File: src/rtl/hskbus_uart_tx.sv
`timescale 1ns/1ps
// hskbus_uart_tx: 8N1 byte transmitter for the shared hskbus line.
// Bytes arrive on a valid/ready stream grouped into packets by s_tlast_i.
// A new packet may only start once the bus has been quiet for HOLDOFF_CLKS
// clocks. Bytes inside an open packet are sent back to back. A packet is
// followed by GAP_BITS idle bit-times.
module hskbus_uart_tx #(
    parameter int CLKS_PER_BIT = 160,
    parameter int GAP_BITS     = 2,
    parameter int HOLDOFF_CLKS = 1600
) (
    input  logic       clk_i,
    input  logic       rst_n_i,
    input  logic [7:0] s_tdata_i,
    input  logic       s_tvalid_i,
    input  logic       s_tlast_i,
    output logic       s_tready_o,
    input  logic       bus_rx_i,
    output logic       tx_o,
    output logic       busy_o,
    output logic [7:0] tx_bytes_o
);
    localparam int CNT_W    = (CLKS_PER_BIT > 1) ? $clog2(CLKS_PER_BIT) : 1;
    localparam int GAP_CLKS = GAP_BITS * CLKS_PER_BIT;
    localparam int GAP_W    = (GAP_CLKS > 1) ? $clog2(GAP_CLKS) : 1;
    localparam int HOLD_W   = ($clog2(HOLDOFF_CLKS + 1) > 11) ? $clog2(HOLDOFF_CLKS + 1) : 11;
    localparam bit HAS_GAP  = (GAP_BITS > 0);

    localparam logic [CNT_W-1:0]  BIT_LAST  = CNT_W'(CLKS_PER_BIT - 1);
    localparam logic [GAP_W-1:0]  GAP_LAST  = GAP_W'(GAP_CLKS - 1);
    localparam logic [HOLD_W-1:0] HOLD_LOAD = HOLD_W'(HOLDOFF_CLKS);
    localparam logic [HOLD_W-1:0] HOLD_ZERO = {HOLD_W{1'b0}};

    typedef enum logic [2:0] {
        ST_IDLE  = 3'd0,
        ST_START = 3'd1,
        ST_DATA  = 3'd2,
        ST_STOP  = 3'd3,
        ST_GAP   = 3'd4
    } state_t;

    state_t              state_r;
    logic                sync_meta_r;
    logic                sync_r;
    logic                sync_prev_r;
    logic [CNT_W-1:0]    bit_cnt_r;
    logic [GAP_W-1:0]    gap_cnt_r;
    logic [2:0]          bit_idx_r;
    logic [7:0]          data_r;
    logic                last_r;
    logic                open_r;
    logic [HOLD_W-1:0]   holdoff_r;
    logic                tready_r;
    logic                busy_r;
    logic                tx_r;
    logic [7:0]          tx_bytes_r;

    logic                bit_end_s;
    logic                gap_end_s;
    logic                accept_s;
    logic                fall_s;
    logic [HOLD_W-1:0]   holdoff_nxt_s;
    logic                open_nxt_s;
    logic                idle_nxt_s;

    assign s_tready_o = tready_r;
    assign tx_o       = tx_r;
    assign busy_o     = busy_r;
    assign tx_bytes_o = tx_bytes_r;

    // Two-flop synchronizer for the bus monitor plus a history flop for falling-edge detection
    always_ff @(posedge clk_i) begin
        if (!rst_n_i) begin
            sync_meta_r <= 1'b1;
            sync_r      <= 1'b1;
            sync_prev_r <= 1'b1;
        end else begin
            sync_meta_r <= bus_rx_i;
            sync_r      <= sync_meta_r;
            sync_prev_r <= sync_r;
        end
    end

    // Next-cycle view of holdoff, packet-open and idle, so that ready/busy can be registered
    always_comb begin
        bit_end_s     = (bit_cnt_r == BIT_LAST);
        gap_end_s     = (gap_cnt_r == GAP_LAST);
        accept_s      = s_tvalid_i & tready_r;
        fall_s        = sync_prev_r & ~sync_r;
        holdoff_nxt_s = HOLD_ZERO;
        open_nxt_s    = open_r;
        idle_nxt_s    = 1'b1;

        // Foreign traffic restarts the quiet window only between packets
        if (fall_s && !open_r) begin
            holdoff_nxt_s = HOLD_LOAD;
        end else if (holdoff_r != HOLD_ZERO) begin
            holdoff_nxt_s = holdoff_r - HOLD_W'(1);
        end else begin
            holdoff_nxt_s = HOLD_ZERO;
        end

        if (accept_s && !s_tlast_i) begin
            open_nxt_s = 1'b1;
        end else if (state_r == ST_STOP && bit_end_s && last_r) begin
            open_nxt_s = 1'b0;
        end else begin
            open_nxt_s = open_r;
        end

        case (state_r)
            ST_IDLE:  idle_nxt_s = !accept_s;
            ST_START: idle_nxt_s = 1'b0;
            ST_DATA:  idle_nxt_s = 1'b0;
            ST_STOP:  idle_nxt_s = bit_end_s && !(last_r && HAS_GAP);
            ST_GAP:   idle_nxt_s = gap_end_s;
            default:  idle_nxt_s = 1'b1;
        endcase
    end

    // Transmit state machine: framing, bit timing, byte count and registered handshake outputs
    always_ff @(posedge clk_i) begin
        if (!rst_n_i) begin
            state_r    <= ST_IDLE;
            bit_cnt_r  <= {CNT_W{1'b0}};
            gap_cnt_r  <= {GAP_W{1'b0}};
            bit_idx_r  <= 3'd0;
            data_r     <= 8'd0;
            last_r     <= 1'b0;
            open_r     <= 1'b0;
            holdoff_r  <= HOLD_ZERO;
            tready_r   <= 1'b0;
            busy_r     <= 1'b0;
            tx_r       <= 1'b1;
            tx_bytes_r <= 8'd0;
        end else begin
            holdoff_r <= holdoff_nxt_s;
            open_r    <= open_nxt_s;
            tready_r  <= idle_nxt_s && (open_nxt_s || holdoff_nxt_s == HOLD_ZERO);
            busy_r    <= !idle_nxt_s || open_nxt_s;
            case (state_r)
                ST_IDLE: begin
                    bit_cnt_r <= {CNT_W{1'b0}};
                    gap_cnt_r <= {GAP_W{1'b0}};
                    bit_idx_r <= 3'd0;
                    if (accept_s) begin
                        data_r  <= s_tdata_i;
                        last_r  <= s_tlast_i;
                        tx_r    <= 1'b0;
                        state_r <= ST_START;
                    end else begin
                        tx_r <= 1'b1;
                    end
                end
                ST_START: begin
                    if (bit_end_s) begin
                        bit_cnt_r <= {CNT_W{1'b0}};
                        bit_idx_r <= 3'd0;
                        tx_r      <= data_r[0];
                        state_r   <= ST_DATA;
                    end else begin
                        bit_cnt_r <= bit_cnt_r + CNT_W'(1);
                    end
                end
                ST_DATA: begin
                    if (bit_end_s) begin
                        bit_cnt_r <= {CNT_W{1'b0}};
                        if (bit_idx_r == 3'd7) begin
                            tx_r    <= 1'b1;
                            state_r <= ST_STOP;
                        end else begin
                            bit_idx_r <= bit_idx_r + 3'd1;
                            tx_r      <= data_r[bit_idx_r + 3'd1];
                        end
                    end else begin
                        bit_cnt_r <= bit_cnt_r + CNT_W'(1);
                    end
                end
                ST_STOP: begin
                    if (bit_end_s) begin
                        bit_cnt_r  <= {CNT_W{1'b0}};
                        tx_bytes_r <= tx_bytes_r + 8'd1;
                        if (last_r && HAS_GAP) begin
                            state_r <= ST_GAP;
                        end else begin
                            state_r <= ST_IDLE;
                        end
                    end else begin
                        bit_cnt_r <= bit_cnt_r + CNT_W'(1);
                    end
                end
                ST_GAP: begin
                    tx_r <= 1'b1;
                    if (gap_end_s) begin
                        gap_cnt_r <= {GAP_W{1'b0}};
                        state_r   <= ST_IDLE;
                    end else begin
                        gap_cnt_r <= gap_cnt_r + GAP_W'(1);
                    end
                end
                default: begin
                    tx_r    <= 1'b1;
                    state_r <= ST_IDLE;
                end
            endcase
        end
    end
endmodule

File: config.mk
export PLATFORM = sky130hd
export DESIGN_NAME = hskbus_uart_tx
export DESIGN_NICKNAME = d
export VERILOG_FILES = /design/src/rtl/hskbus_uart_tx.sv
export SDC_FILE = /design/constraint.sdc
export NUM_CORES = 1
export LEC_CHECK = 0
export CAP_MARGIN = 20
export CORE_ASPECT_RATIO = 0.5
export CORE_UTILIZATION = 45
export CTS_CLUSTER_SIZE = 30
export DETAILED_ROUTE_END_ITERATION = 7
export PLACE_DENSITY = 0.72
export SLEW_MARGIN = 15
export SYNTH_ARGS = -nofsm -noshare
export SYNTH_HDL_FRONTEND = slang
export SYNTH_SLANG_ARGS = --single-unit
File: constraint.sdc
create_clock -name clk_i -period 2.9 [get_ports clk_i]
set_input_delay 0.29 -clock clk_i [delete_from_list [all_inputs] [get_ports clk_i]]
set_output_delay 0.29 -clock clk_i [all_outputs]
set_load 0.01 [all_outputs]
# == Word level (Yosys, flattened, before mapping) ==
# Cells that the tools add are included.
# classes
n_eq_ne,14
add_sub_neg,5
bitwise,4
n_mux,28
n_reduce_logical,26
order_cmp,1
# op_table
cell,n
2-to-1 mux 3 bit,10
2-to-1 mux 11 bit,2
one-hot mux 9 bit (2 select lines),1
adder 8 x 1 -> 8 bit (second input constant),2
one-hot mux 8 bit (2 select lines),1
one-hot mux 3 bit (5 select lines),1
!= test 2 bit (second input constant),7
zero test 11 bit,1
nonzero test 11 bit,1
subtractor 11 x 1 -> 11 bit (second input constant),1
adder 9 x 1 -> 9 bit (second input constant),1
equality test 9 bit (second input constant),1
2-to-1 mux 9 bit,1
one-hot mux 3 bit (3 select lines),1
equality test 8 bit (second input constant),1
2-to-1 mux 8 bit,1
one-hot mux 1 bit (4 select lines),2
2-to-1 mux 1 bit,7
equality test 3 x 2 -> 1 bit (second input constant),2
equality test 3 bit (second input constant),2
logical AND 1 bit,6
AND reduction 6 bit,1
zero test 1 bit,5
< comparator 3 x 4 -> 1 bit (second input constant),1
14 further kinds,19
# totals
out_inout_bits,11
register_bits,58
input_bits,13
word_cells,93

# == Longest topological paths before layout ==
# Gate-level depths: netlist (run 1).
# depth
word_depth,7
ltp_mapped,8

# == Worst setup path before layout (run 1) ==
# No wires, ideal clock.
# synth_timing
path_type,register -> register
from,register holdoff_r[0]
to,register tready_r (netlist: s_tready_o)
setup_ns,0.070
n_path_buf,1
arrival_time_ns,1.846
slack_ns,0.984
path_stages_with_launch,9
period_less_slack_ns,1.916
path_cell_list,dfxtp_1 > inv_1 > ha_1 > or3b_1 > clkbuf_1 > o31a_2 > nor4_1 > o2111ai_1 > a21oi_1
# synth_via
elab_chain_len,6
word_cells_on_any_way,7
# synth_rtl
element,line_no,text
from (decl),52,logic [HOLD_W-1:0] holdoff_r;
from (signal assigned),137,holdoff_r <= holdoff_nxt_s;
subtractor 11 x 1 -> 11 bit / nonzero test 11 bit (equally long branches),"98, 97",
2-to-1 mux 11 bit *,97,end else if (holdoff_r != HOLD_ZERO) begin
2-to-1 mux 11 bit *,95,if (fall_s && !open_r) begin
zero test 11 bit *,139,tready_r <= idle_nxt_s && (open_nxt_s || holdoff_nxt_s == HOLD_ZERO);
logical OR 1 bit *,139,
logical AND 1 bit *,139,
to (signal assigned),139,
to (decl),53,logic tready_r;
# Mark *: on every way between the ends. The rest lies on a longest branch, timed or not.
# A chain may end at the register's enable or synchronous reset.

# == Worst setup path after layout (run 1) ==
# layout_timing
from,register state_r[2]
to,register gap_cnt_r[7]
# layout_via
elab_chain_len,2
word_cells_on_any_way,4
# layout_rtl
element,line_no,text
from (decl),42,state_t state_r;
from (signal assigned),124,state_r <= ST_IDLE;
from (signal assigned),150,state_r <= ST_START;
from (signal assigned),160,state_r <= ST_DATA;
equality test 3 bit / zero test 3 bit (equally long branches),141,case (state_r)
one-hot mux 9 bit (2 select lines) / nonzero test 2 bit (equally long branches),-,
to (signal assigned),126,gap_cnt_r <= {GAP_W{1'b0}};
to (signal assigned),144,gap_cnt_r <= {GAP_W{1'b0}};
to (signal assigned),195,gap_cnt_r <= {GAP_W{1'b0}};
to (decl),47,logic [GAP_W-1:0] gap_cnt_r;
# Several ways; a longest one is shown, not always the timed one.

==> results.json, run 1 <==
{
  "critPathMaxStageDelay_ns": 0.80,
  "drv_cap": 0,
  "cpLargestDelayFamily": "simple AND/OR/NAND/NOR gates",
  "start_util_pct": 48.8,
  "cts_inserted_buffers": 9,
  "cts-resized-gates": 0,
  "worstRegToRegCells": 4,
  "clkSinkCount": 58,
  "crit_slowest_cell": "dfxtp_1",
  "fin_crit_ns": 2.14,
  "initialDrtViolationCount": 131,
  "powerDensity_nw_per_um2": 780,
  "crit_path_end_kind": "flip-flop",
  "wl_per_cell_microns": 13.0,
  "hold_violations": 0,
  "nNetsFinal": 363,
  "core_sq_um": 5710,
  "finalSetupTns_ns": 0,
  "synth.area.top_cells": "dfxtp_1 (42%), nor2_1 (7.7%), mux2i_1 (4.7%), a21oi_1 (3.2%), o21ai_0 (3.2%)",
  "clkTransAtPathRegs_ns": 0.05,
  "port_buffers": 23,
  "yosys.area.top_type": "dfxtp_1",
  "tightest_slew_ns": 0.758,
  "synth_edf_count": 0,
  "die_width_microns": 113,
  "grt.overflow.total": 0,
  "grt_pass1_wl_mm": 9.49,
  "grt_max_degree": 27,
  "drc": 0,
  "dr.pass1.iters": 4,
  "cts_tree": "built",
  "netlist.area_leader.share_pct": 41.7,
  "r2r_slack_ns": 0.76,
  "start_kind": "flip-flop",
  "cts-root-buf": "clkbuf_16",
  "hold_path.class": "reg2reg",
  "die_area_sq_um": 6520,
  "critPathBufInv": 0,
  "ys_ff_latch": 58,
  "rows": 19,
  "synth_nets": 343,
  "cts_buffer_depth": 2,
  "viasPerCell": 5.52,
  "fin_area_sq_um": 3320,
  "wl_mm": 5.44,
  "area_growth_pct": 19.4,
  "fmax_mhz": 467,
  "slew_headroom_pct": 49.4,
  "post_cts_buffers": 0,
  "outcome": "completed",
  "whs_path_depth": 1,
  "netlist-cell-type-count": 52,
  "antenna_found_initial": 0,
  "place.gp.congestion": 0.847,
  "critPathMaxFanout": 26,
  "slew_viol_final": 0,
  "seq_area_frac_synth_pct": 41.7,
  "cts-hold-fix-buffers": 0,
  "postRouteAntennaNets": 0,
  "rsz0062_at_grt": "no",
  "synth.avg_cell_area_sq_um": 8.62,
  "synth_warnings": 0,
  "synthFlopType": "dfxtp_1",
  "syn-cell-area_sq_um": 2780,
  "layout-drive-gt1-share_pct": 8.67,
  "grt_use_total_pct": 19.0,
  "die_h_microns": 57.6,
  "io_pins": 24,
  "clock_latency_ns": 0.33,
  "crit_arrival_ns": 2.39,
  "critPathKind": "reg2reg",
  "h-tree-depth": 3,
  "irDropWorstVdd_v": 0.000315,
  "required_ns": 3.15,
  "syn_inst": 323,
  "leakage_nw": 1.23,
  "dp_hpwl_mm": 3.86,
  "clock_skew_ns": 0.00662,
  "cp_cell_sequence": "nor3b_1 -> o31ai_4 -> or4_1 -> a21oi_1",
  "crit_cells": 4,
  "diodes": 0,
  "via_count": 2312,
  "ys_async_sr_fraction_pct": 0,
  "post_dp_cell_area_sq_um": 3060,
  "fin_crit_sh_pct": 73.8,
  "setup_violations": 0,
  "grt_pass1_vias": 2143
}
state kept, by name, summed over array words and instances, names as in the netlist:
name / flops
tx_bytes_o: 8
sync_prev_r: 1
last_r: 1
sync_r: 1
state_r: 3
holdoff_r: 11
busy_o: 1
gap_cnt_r: 9
bit_idx_r: 3
data_r: 8
bit_cnt_r: 8
tx_o: 1
sync_meta_r: 1
open_r: 1
s_tready_o: 1
cell type report:
type | instances | area, sq um
clock inverter | 4 | 20.0
multi-input combinational | 243 | 1530
tap | 73 | 91.3
clock buffer | 10 | 239
sequential | 58 | 1160
inverter | 5 | 18.8
fill | 490 | 2380
timing repair buffer | 26 | 265
synthesized netlist by cell type (2+ instances only):
cell and n:
a22oi_1 5, and3_1 4, nor2_1 57, a21o_1 3, mux4_2 2, nor3_1 6
nor4_1 7, o21ai_0 18, or4_1 2, o311a_1 2, nand2_1 22, a21oi_1 18
dfxtp_1 58, xor2_1 9, mux2_2 2, ha_1 7, a31oi_1 2, nand4_1 4
buf_2 3, xnor2_1 5, nor3b_1 3, nor2b_1 2, o31ai_1 4, or3b_2 2
and2_1 3, mux2i_1 13, inv_1 5, nand2b_1 5, clkbuf_1 12, nand3b_1 5
nand3_1 11, or3_1 2
stage by stage:
step	std cells	hold WS [ns]	setup WS, ns	utilization (%)	total power [mW]
final	419	0.409	0.759	58.2	2.59
after global routing	419	0.449	0.593	58.2	2.75
after CTS	419	0.413	0.772	58.2	2.61
after detailed placement	405	0.402	0.770	53.7	1.68
after global placement	405	0.400	0.841	53.7	1.66
after floorplan	323	0.386	0.984	-	1.55
layer usage:
layer / vias up / share of wire [%] / track usage (%)
met5: - / 0 / 0
met4: 0 / 2.0 / 8.83
met3: 9 / 4.2 / 7.12
met2: 43 / 46 / 30.2
met1: 1077 / 48 / 23.3
li1: 1183 / - / -
kinds of logic (layout without fill, tap and decap cells):
logic type / after synthesis / count (layout) / synth area share [%]
fa+ha+maj: 8 / 8 / 3.51
xor+xnor: 14 / 14 / 4.41
flops: 58 / 58 / 41.7
buf+inv: 22 / 45 / 3.37
mux: 17 / 17 / 7.10
compound gates: 60 / 60 / 13.8
simple gates: 144 / 144 / 26.1
layout by cell type, fill, tap and decap left out, types with 2 or more instances in the layout:
cell type         n
dfxtp_1          58
nor2_1           57
clkdlybuf4s50_1  23
nand2_1          22
o21ai_0          18
a21oi_1          18
mux2i_1          13
nand3_1          11
xor2_1            9
clkbuf_16         9
nor4_1            7
ha_1              7
nor3_1            6
inv_1             5
nand2b_1          5
a22oi_1           5
nand3b_1          5
xnor2_1           5
and3_1            4
o31ai_1           4
nand4_1           4
clkinv_2          4
a21o_1            3
nor3b_1           3
and2_1            3
or3b_2            2
or3_1             2
or4_1             2
o311a_1           2
mux4_2            2
mux2_2            2
nor2b_1           2
a31oi_1           2
buf_4             2
power breakdown:
part           switching, mW  internal [mW]  total, mW
Sequential             0.114          0.902       1.02
Combinational          0.331          0.325      0.656
Clock                  0.336          0.582      0.918
path summary, 6_finish.rpt:
| path | from | end |
|---|---|---|
| min reg2reg | sync_meta_r | sync_r |
| max reg2reg | state_r[2] | gap_cnt_r[7] |
| min | sync_meta_r | sync_r |
| max | state_r[2] | gap_cnt_r[7] |
(Power assumes the default switching activity.)
==> inputs of run 2 (changes only) <==
==> constraint.sdc (replaced) <==
create_clock -name clk_i -period 2.1 [get_ports clk_i]
set_input_delay 0.21 -clock clk_i [delete_from_list [all_inputs] [get_ports clk_i]]
set_output_delay 0.21 -clock clk_i [all_outputs]
set_load 0.01 [all_outputs]
==> run 2 against run 1 <==
Against the previous run:
- worst setup slack worse by 0.66 ns
- cell count is 3.1% higher
- non-clock buffer count is 11 higher
- die area stayed put
- sequential share of layout area is 1.5 points lower
- clock skew is 0.0036 ns lower
- largest cell class unchanged
- largest power group unchanged
==> results.json, run 2 (synthesis results as in run 1) <==
{
  "viasPerCell": 5.62,
  "drv_cap": 0,
  "final_core_util_pct": 60.8,
  "start_util_pct": 48.8,
  "core_sq_um": 5710,
  "clock_latency_ns": 0.33,
  "cts-root-buf": "clkbuf_16",
  "tightest_slew_ns": 0.558,
  "clock_skew_ns": 0.00306,
  "slew_headroom_pct": 62.7,
  "initialDrtViolationCount": 150,
  "start_kind": "flip-flop",
  "final_cell_mix": "dfxtp_1 (58), nor2_1 (57), clkdlybuf4s50_1 (23), nand2_1 (22), a21oi_1 (18)",
  "wl_mm": 6.08,
  "dp_cells": 416,
  "dp_hpwl_mm": 4.09,
  "critPathKind": "reg2reg",
  "slew_viol_final": 0,
  "layout.cells.non_filler": 432,
  "port_buffers": 23,
  "fin_crit_sh_pct": 95.4,
  "hold_violations": 0,
  "drc": 0,
  "die_area_sq_um": 6520,
  "cts_tree": "built",
  "via_count": 2429,
  "outcome": "completed",
  "irDropWorstVdd_v": 0.000459,
  "diodes": 0,
  "grt_use_total_pct": 19.8,
  "critPathMaxFanout": 3,
  "top_register": "holdoff_r",
  "grt.overflow.total": 0,
  "layout-drive-gt1-share_pct": 13.1,
  "final_common_cell": "dfxtp_1",
  "dr.pass1.iters": 4,
  "grt_pass1_wl_mm": 10.0,
  "crit_arrival_ns": 2.23,
  "fmax_mhz": 499,
  "wl_per_cell_microns": 14.1,
  "antenna_found_initial": 0,
  "clkTransAtPathRegs_ns": 0.05,
  "rows": 19,
  "power_mw": 3.89,
  "die_h_microns": 57.6,
  "hold_path.class": "reg2reg",
  "reg_top3": "holdoff_r: 11 flops, gap_cnt_r: 9 flops",
  "clkSinkCount": 58,
  "setup_violations": 0,
  "area_growth_pct": 24.6,
  "die_width_microns": 113,
  "io_pins": 24,
  "n_fill_cell": 480,
  "grt_max_degree": 26,
  "cts_buffer_depth": 2,
  "largest_register_ffs": 11,
  "h-tree-depth": 3,
  "post_cts_buffers": 0,
  "powerDensity_nw_per_um2": 1120,
  "nNetsFinal": 374,
  "cts_inserted_buffers": 9,
  "fin_crit_ns": 2.00,
  "grt_pass1_vias": 2222,
  "place.gp.congestion": 0.857,
  "crit_path_end_kind": "flip-flop",
  "postRouteAntennaNets": 0,
  "required_ns": 2.32,
  "leakage_nw": 1.29
}
==> run 2: cell types whose count changed in the layout (fill, tap and decap cells not counted), sizes merged <==
cell / delta
buf: +11
bufinv: +1
clkinvlp: +1
==> run 2: metal layers <==
metal	up-vias	part of all wire, %	track usage, %
met5	-	0	0
met4	0	1.6	7.71
met3	12	4.7	6.48
met2	47	47	33.5
met1	1160	46	23.9
li1	1210	-	-
==> run 2: what timing repair did <==
action,4_1_cts,5_1_grt
hold buffers,0,0
gates resized for setup,0,6
endpoints found under the setup margin,0,2
==> run 2: power breakdown <==
part | switching [mW] | leakage [nW] | internal (mW)
Clock | 0.501 | 0.142 | 0.908
Combinational | 0.541 | 0.679 | 0.529
Sequential | 0.167 | 0.470 | 1.24
==> run 2: cell type report <==
cell class | instances | area (sq um) | area share (%)
Inverter | 5 | 18.8 | 0.541
Timing Repair Buffer | 37 | 348 | 10.0
Tap cell | 73 | 91.3 | 2.63
Clock buffer | 10 | 229 | 6.60
Multi-Input combinational cell | 243 | 1560 | 45.0
Clock inverter | 6 | 57.6 | 1.66
Sequential cell | 58 | 1160 | 33.5
==> run 2: critical path, cell delays in order, from the launching register on <==
cell     delay [ns]
dfxtp_1        0.35
ha_4           0.17
ha_1           0.32
mux4_2         0.31
mux2_2         0.27
o21ai_0        0.17
nand3_1        0.10
a21o_1         0.19
==> run 2: worst paths after layout <==
| kind | slack, ns | startpoint | depth (start not counted) | to |
|---|---|---|---|---|
| min | 0.43 | sync_meta_r | 1 | sync_r |
| min reg2reg | 0.43 | sync_meta_r | 1 | sync_r |
| max reg2reg | 0.1 | bit_idx_r[0] | 7 | tx_o |
| max | 0.1 | bit_idx_r[0] | 7 | tx_o |
==> run 2: metrics by stage <==
stage	hold slack [ns]	cell area, sq um	setup TNS (ns)	worst slack [ns]
global route	0.451	3470	-0.00856	-0.00856
detailed placement	0.411	3150	0	0.0613
global placement	0.399	3150	0	0.135
finish	0.427	3470	0	0.0974
CTS	0.428	3430	0	0.0462
floorplan	0.311	2780	0	0.184
==> inputs of run 3 (changes only) <==
--- a/config.mk
+++ b/config.mk
@@ -10,6 +10,7 @@
 export CORE_UTILIZATION = 45
 export CTS_CLUSTER_SIZE = 30
 export DETAILED_ROUTE_END_ITERATION = 7
+export GPL_ROUTABILITY_DRIVEN = 0
 export PLACE_DENSITY = 0.72
 export SLEW_MARGIN = 15
 export SYNTH_ARGS = -nofsm -noshare
==> results of run 3 <==
The final DEF is identical to that of run 2; final timing and power are the same.
